===== src/rtl/mem_arbiter_pkg.sv =====
// Shared types for the single-port memory arbiter: read-owner encodings and
// grant selection, reusable by other bus blocks.
package mem_arbiter_pkg;

    localparam int unsigned STREAK_W = 4;
    localparam logic [3:0]  SEL_ALL  = 4'hF;

    typedef enum logic [1:0] {
        OWNER_NONE = 2'd0,
        OWNER_IF   = 2'd1,
        OWNER_D    = 2'd2
    } owner_e;

    typedef enum logic [1:0] {
        GNT_NONE = 2'd0,
        GNT_IF   = 2'd1,
        GNT_D    = 2'd2
    } gnt_e;

    // Who owns the read data returning next cycle; stores return nothing.
    function automatic owner_e next_owner(input gnt_e gnt, input logic we);
        owner_e owner;
        case (gnt)
            GNT_IF:  owner = OWNER_IF;
            GNT_D:   owner = we ? OWNER_NONE : OWNER_D;
            GNT_NONE: owner = OWNER_NONE;
            default: owner = OWNER_NONE;
        endcase
        return owner;
    endfunction

endpackage


===== src/rtl/mem_arbiter.sv =====
// Arbitrates instruction fetch and load/store onto one memory port; data has
// priority, bounded by a streak counter so fetch cannot starve indefinitely.
module mem_arbiter
    import mem_arbiter_pkg::*;
#(
    parameter int unsigned AW           = 32,
    parameter int unsigned DW           = 32,
    parameter int unsigned MAX_D_STREAK = 4
) (
    input  logic          clk,
    input  logic          rst,

    input  logic          if_req,
    input  logic [AW-1:0] if_addr,
    output logic          if_gnt,
    output logic          if_rvalid,
    output logic [DW-1:0] if_rdata,

    input  logic          d_req,
    input  logic          d_we,
    input  logic [AW-1:0] d_addr,
    input  logic [3:0]    d_sel,
    input  logic [DW-1:0] d_wdata,
    output logic          d_gnt,
    output logic          d_rvalid,
    output logic [DW-1:0] d_rdata,

    output logic          m_ce,
    output logic          m_we,
    output logic [AW-1:0] m_addr,
    output logic [3:0]    m_sel,
    output logic [DW-1:0] m_wdata,
    input  logic [DW-1:0] m_rdata
);

    localparam logic [STREAK_W-1:0] STREAK_MAX = STREAK_W'(MAX_D_STREAK);

    gnt_e                gnt_sel;
    owner_e              owner_q, owner_d;
    logic [STREAK_W-1:0] streak_q, streak_d;
    logic                fetch_due;

    assign fetch_due = if_req && (streak_q == STREAK_MAX);

    // Grant decision: data first unless fetch has waited the full streak.
    always_comb begin
        gnt_sel = GNT_NONE;
        if (rst) begin
            gnt_sel = GNT_NONE;
        end else if (d_req && !fetch_due) begin
            gnt_sel = GNT_D;
        end else if (if_req) begin
            gnt_sel = GNT_IF;
        end else begin
            gnt_sel = GNT_NONE;
        end
    end

    assign if_gnt = (gnt_sel == GNT_IF);
    assign d_gnt  = (gnt_sel == GNT_D);
    assign m_ce   = if_gnt | d_gnt;

    // Memory bus mux; idle cycles drive all zeros.
    always_comb begin
        m_we    = 1'b0;
        m_addr  = {AW{1'b0}};
        m_sel   = 4'h0;
        m_wdata = {DW{1'b0}};
        case (gnt_sel)
            GNT_IF: begin
                m_addr = if_addr;
                m_sel  = SEL_ALL;
            end
            GNT_D: begin
                m_we    = d_we;
                m_addr  = d_addr;
                m_sel   = d_sel;
                m_wdata = d_wdata;
            end
            GNT_NONE: begin
                m_we = 1'b0;
            end
            default: begin
                m_we = 1'b0;
            end
        endcase
    end

    // Streak counts data wins over a waiting fetch; any fetch grant or idle fetch clears it.
    always_comb begin
        streak_d = streak_q;
        if (if_gnt || !if_req) begin
            streak_d = {STREAK_W{1'b0}};
        end else if (d_gnt && (streak_q < STREAK_MAX)) begin
            streak_d = streak_q + 4'd1;
        end else begin
            streak_d = streak_q;
        end
    end

    assign owner_d = next_owner(gnt_sel, d_we);

    // State registers; reset also drops the read still in flight.
    always_ff @(posedge clk) begin
        if (rst) begin
            owner_q  <= OWNER_NONE;
            streak_q <= {STREAK_W{1'b0}};
        end else begin
            owner_q  <= owner_d;
            streak_q <= streak_d;
        end
    end

    // rst gating hides a read granted just before reset was raised.
    assign if_rvalid = (owner_q == OWNER_IF) && !rst;
    assign d_rvalid  = (owner_q == OWNER_D) && !rst;
    assign if_rdata  = m_rdata;
    assign d_rdata   = m_rdata;

endmodule


===== config.mk =====
export PLATFORM = sky130hd
export DESIGN_NAME = mem_arbiter
export DESIGN_NICKNAME = d
export VERILOG_FILES = /design/src/rtl/mem_arbiter_pkg.sv /design/src/rtl/mem_arbiter.sv
export SDC_FILE = /design/constraint.sdc
export NUM_CORES = 1
export LEC_CHECK = 0
export ABC_CLOCK_PERIOD_IN_PS = 4100
export CAP_MARGIN = 0
export CORE_AREA = 2 2 107 109
export CTS_BUF_LIST = sky130_fd_sc_hd__clkbuf_16
export DETAILED_ROUTE_END_ITERATION = 7
export DIE_AREA = 0 0 109 111
export GPL_ROUTABILITY_DRIVEN = 0
export GPL_TIMING_DRIVEN = 1
export HOLD_SLACK_MARGIN = 0.03
export PLACE_DENSITY_LB_ADDON = 0.08
export SYNTH_ARGS = -nofsm -noshare
export SYNTH_HDL_FRONTEND = slang
export SYNTH_SLANG_ARGS = --single-unit

===== constraint.sdc =====
create_clock -name clk -period 4.1 [get_ports clk]
set_input_delay 0.82 -clock clk [delete_from_list [all_inputs] [get_ports clk]]
set_output_delay 0.82 -clock clk [all_outputs]
set_load 0.02 [all_outputs]

==> impl_metrics.prom, run 1 <==
# TYPE chip_impl_metric gauge
chip_impl_metric{name="die-height",unit="microns"} 111
chip_impl_metric{name="ys_types",unit=""} 25
chip_impl_metric{name="timing.critical_path.required",unit="ps"} 3280
chip_impl_metric{name="layout-drive-gt1-share",unit=""} 0.2186
chip_impl_metric{name="detail-route-antenna-nets",unit=""} 0
chip_impl_metric{name="rr_worst_depth",unit=""} 8
chip_impl_info{name="global_route.peak_usage_layer",value="met2"} 1
chip_impl_metric{name="routed_via_density",unit=""} 3.822
chip_impl_info{name="yosys_most_used_dff",value="sky130_fd_sc_hd__dfxtp_1"} 1
chip_impl_metric{name="place_area",unit="sq um"} 3291
chip_impl_metric{name="ys_async_sr_fraction",unit=""} 0
chip_impl_metric{name="setup-violations-final",unit=""} 0
chip_impl_metric{name="top_level_ports",unit=""} 275
chip_impl_info{name="tritoncts",value="yes"} 1
chip_impl_metric{name="final.period_utilization",unit=""} 0.9424
chip_impl_metric{name="die_width",unit="microns"} 109
chip_impl_metric{name="avgSynthCellArea",unit="sq um"} 8.155
chip_impl_info{name="end_kind",value="primary output"} 1
chip_impl_metric{name="hold_violation_count_in_the_final_report",unit=""} 0
chip_impl_metric{name="routedWlPerCell",unit="microns"} 14.61
chip_impl_metric{name="yosysWarningCount",unit=""} 0
chip_impl_info{name="critical_path.cell_chain",value="clkdlybuf4s50_1, nor2b_1, o21ai_0, ha_2, buf_4, nor2_1, clkdlybuf4s50_1"} 1
chip_impl_metric{name="fillCellCount",unit=""} 1202
chip_impl_metric{name="final-seq-area",unit="sq um"} 120.1
chip_impl_metric{name="core_area",unit="sq um"} 11080
chip_impl_metric{name="die_footprint",unit="sq um"} 12100
chip_impl_metric{name="worst_ep_arrival_time",unit="ps"} 3040
chip_impl_info{name="worst-setup-path-type",value="in2out"} 1
chip_impl_metric{name="utilization_after_layout",unit=""} 0.3043
chip_impl_metric{name="grt.overflow.total",unit=""} 0
chip_impl_metric{name="wire_length_of_the_first_global_routing_pass",unit="microns"} 10630
chip_impl_info{name="outcome",value="completed"} 1
chip_impl_metric{name="synth_edf_count",unit=""} 0
chip_impl_info{name="cell_type_group_with_the_largest_total_delay_on_the_critical_path",value="buffers and inverters"} 1
chip_impl_metric{name="clock_insertion_delay_worst_skew",unit="ps"} 230
chip_impl_metric{name="residual_drc",unit=""} 0
chip_impl_metric{name="use_met1",unit=""} 0.1185
chip_impl_metric{name="post-cts-setup-buffers",unit=""} 0
chip_impl_metric{name="ys_seq_area_frac",unit=""} 0.06575
chip_impl_info{name="critical_path.slowest_cell",value="sky130_fd_sc_hd__clkdlybuf4s50_1"} 1
chip_impl_metric{name="power",unit="uW"} 510.4
chip_impl_metric{name="gr-usage-all-layers",unit=""} 0.1110
chip_impl_metric{name="postLayoutSetupSlackWorst",unit="ps"} 236.1
chip_impl_metric{name="place_hpwl",unit="microns"} 5768
chip_impl_metric{name="tightestPinTransition",unit="ps"} 311.8
chip_impl_metric{name="cellPowerDensity",unit="nW/um^2"} 151.4
chip_impl_info{name="critical-path-top-cell-by-count",value="sky130_fd_sc_hd__clkdlybuf4s50_1"} 1
chip_impl_info{name="cts_root_buf",value="sky130_fd_sc_hd__clkbuf_16"} 1
chip_impl_metric{name="place_worst_setup_slack",unit="ps"} 129.4
chip_impl_metric{name="crit_path_max_incr_delay",unit="ps"} 610
chip_impl_metric{name="grt_max_degree",unit=""} 26
chip_impl_info{name="timing.critical_path.from_type",value="input port"} 1
chip_impl_metric{name="cts_clk_pin_slew_worst_paths",unit="ps"} 30
chip_impl_metric{name="final_nets",unit=""} 479
chip_impl_metric{name="worstHoldPathCells",unit=""} 1
chip_impl_metric{name="timing.max_slew.rel_slack",unit=""} 0.7899
chip_impl_metric{name="ir_worst_vdd",unit="mV"} 0.1509
chip_impl_metric{name="cap_viol_max_count",unit=""} 0
chip_impl_metric{name="firstDrtPassIters",unit=""} 4
chip_impl_metric{name="antennaDiodeCount",unit=""} 0
chip_impl_metric{name="grt_pass1_vias",unit=""} 1984
chip_impl_metric{name="drv_slew",unit=""} 0
chip_impl_metric{name="cts_inserted_buffers",unit=""} 3
chip_impl_metric{name="setup-tns-final",unit="ps"} 0
chip_impl_info{name="hold_class",value="reg2reg"} 1
chip_impl_metric{name="globalRouteMet3Util",unit=""} 0.03998
chip_impl_metric{name="hold_fix_buffers_cts",unit=""} 0
chip_impl_metric{name="met2_resource_use_gr",unit=""} 0.2050
chip_impl_metric{name="clock-skew-final",unit="ps"} 0.3809
chip_impl_metric{name="clockBufferDepth",unit=""} 2
chip_impl_metric{name="multi_input_comb_area",unit="sq um"} 1075
chip_impl_metric{name="num_rows",unit=""} 39
chip_impl_metric{name="worst-path-stages",unit=""} 7
chip_impl_info{name="rsz0062_at_grt",value="false"} 1
chip_impl_metric{name="mappedNetlistArea",unit="sq um"} 1827
chip_impl_metric{name="tritoncts_num_sinks",unit=""} 6
chip_impl_metric{name="finish.instance_area",unit="sq um"} 3371
chip_impl_metric{name="drt_first_iter_violations",unit=""} 29
chip_impl_metric{name="number_of_port_buffers",unit=""} 178
chip_impl_metric{name="starting_utilization_of_the_core_area",unit=""} 0.1649
chip_impl_metric{name="initial_antenna_violation_count",unit=""} 0
chip_impl_metric{name="syn2layout_area_growth",unit="%"} 84.52
chip_impl_metric{name="p_leak",unit="nW"} 1.134
chip_impl_metric{name="cts_resized",unit=""} 0
chip_impl_metric{name="syn_nets",unit=""} 367
chip_impl_metric{name="vias",unit=""} 1823
chip_impl_metric{name="worst-path-max-fanout",unit=""} 13
chip_impl_metric{name="cts-htree-levels",unit=""} 1
chip_impl_metric{name="yosys_register_bits",unit=""} 6
chip_impl_metric{name="detail_route.wirelength",unit="microns"} 6971
chip_impl_metric{name="post_layout_min_period",unit="ps"} 3864
chip_impl_metric{name="clock.fmax",unit="MHz"} 258.8
chip_impl_metric{name="syn_inst_count",unit=""} 224
chip_impl_metric{name="crit_buf_inv",unit=""} 3
## cell usage in the layout (no fill, tap or decap), drive strengths merged, types with 3 or more instances in the layout
master	netlist	layout
and2	34	34
nor2	36	36
dfxtp	6	6
nor4bb	3	3
buf	80	10
nor3b	6	6
a22oi	32	32
clkbuf	1	3
clkdlybuf4s50	0	178
inv	4	4
ha	6	6
a21oi	4	4
## power by group
| part | internal, mW | leakage (nW) | switching, mW |
|---|---|---|---|
| Clock | 0.125 | 0.0370 | 0.0327 |
| Combinational | 0.174 | 1.05 | 0.118 |
| Sequential | 0.0596 | 0.0485 | 0.000665 |
| Total | 0.359 | 1.13 | 0.151 |
## state kept, by name, summed over array words and instances, names as in the netlist
| signal | cells |
|---|---|
| streak_q | 4 |
| owner_q | 2 |
## area by class of cell
cell class / count / share of cell area
Timing Repair Buffer: 188 / 0.5657
Clock buffer: 3 / 0.02227
Tap cell: 143 / 0.05308
Inverter: 4 / 0.004454
Sequential cell: 6 / 0.03563
Multi-Input combinational cell: 133 / 0.3189
## cell families after synthesis
| family | after synthesis | share of synthesized area |
|---|---|---|
| compound gates | 39 | 0.2247 |
| fa+ha+maj | 6 | 0.04109 |
| buf+inv | 85 | 0.3527 |
| flops | 6 | 0.06576 |
| mux | 2 | 0.01233 |
| simple gates | 86 | 0.3034 |
## synth_stat cells (2+ instances only)
master | number | area, sq um
sky130_fd_sc_hd__nor3b_1 | 5 | 37.54
sky130_fd_sc_hd__a21oi_1 | 4 | 20.02
sky130_fd_sc_hd__dfxtp_1 | 6 | 120.1
sky130_fd_sc_hd__inv_1 | 4 | 15.01
sky130_fd_sc_hd__ha_1 | 6 | 75.07
sky130_fd_sc_hd__buf_4 | 67 | 503.0
sky130_fd_sc_hd__buf_2 | 8 | 40.04
sky130_fd_sc_hd__nor2_1 | 10 | 37.54
sky130_fd_sc_hd__and3b_1 | 2 | 17.52
sky130_fd_sc_hd__nor2b_1 | 2 | 12.51
sky130_fd_sc_hd__o21a_1 | 2 | 15.01
sky130_fd_sc_hd__and2_1 | 34 | 212.7
sky130_fd_sc_hd__a22oi_2 | 26 | 325.3
sky130_fd_sc_hd__buf_12 | 3 | 60.06
sky130_fd_sc_hd__mux2_2 | 2 | 22.52
sky130_fd_sc_hd__nor4bb_1 | 3 | 30.03
sky130_fd_sc_hd__nor2_2 | 26 | 162.7
sky130_fd_sc_hd__a22oi_1 | 6 | 45.04
sky130_fd_sc_hd__buf_6 | 2 | 22.52
## worst paths after layout
path                                    end         from  slack [ps]
worst max-delay path               m_sel[2]       if_req         240
worst min register to register  streak_q[3]  streak_q[3]         530
worst min-delay path            streak_q[3]  streak_q[3]         530
worst max register to register  streak_q[1]  streak_q[0]        1800
## per-stage QoR
step,hold WS [ps],std cells
after global routing,566.6,477
after detailed placement,525.8,474
after global placement,522.5,474
final,531.3,477
after floorplan,491.2,224
after CTS,533.6,477
## layer usage
layer  vias up  wire, microns
met1       824           2542
met4         0             96
met5         -              0
met2        82           3692
li1        904              -
met3        13            639
## worst register-to-register path: stages (launching register included)
cell and delay [ps]:
sky130_fd_sc_hd__dfxtp_1 380, sky130_fd_sc_hd__inv_1 60, sky130_fd_sc_hd__ha_1 200, sky130_fd_sc_hd__and3b_1 180, sky130_fd_sc_hd__o21ai_0 280, sky130_fd_sc_hd__ha_2 290
sky130_fd_sc_hd__buf_4 180, sky130_fd_sc_hd__nor3b_2 250, sky130_fd_sc_hd__mux2_2 350
Power figures use the tool's default switching activity.
==> run 2: changes to the inputs <==
--- a/config.mk
+++ b/config.mk
@@ -15,6 +15,7 @@
 export GPL_TIMING_DRIVEN = 1
 export HOLD_SLACK_MARGIN = 0.03
 export PLACE_DENSITY_LB_ADDON = 0.08
+export SLEW_MARGIN = 0
 export SYNTH_ARGS = -nofsm -noshare
 export SYNTH_HDL_FRONTEND = slang
 export SYNTH_SLANG_ARGS = --single-unit
==> results of run 2 <==
Final layout, timing and power as in run 1 (identical DEF).
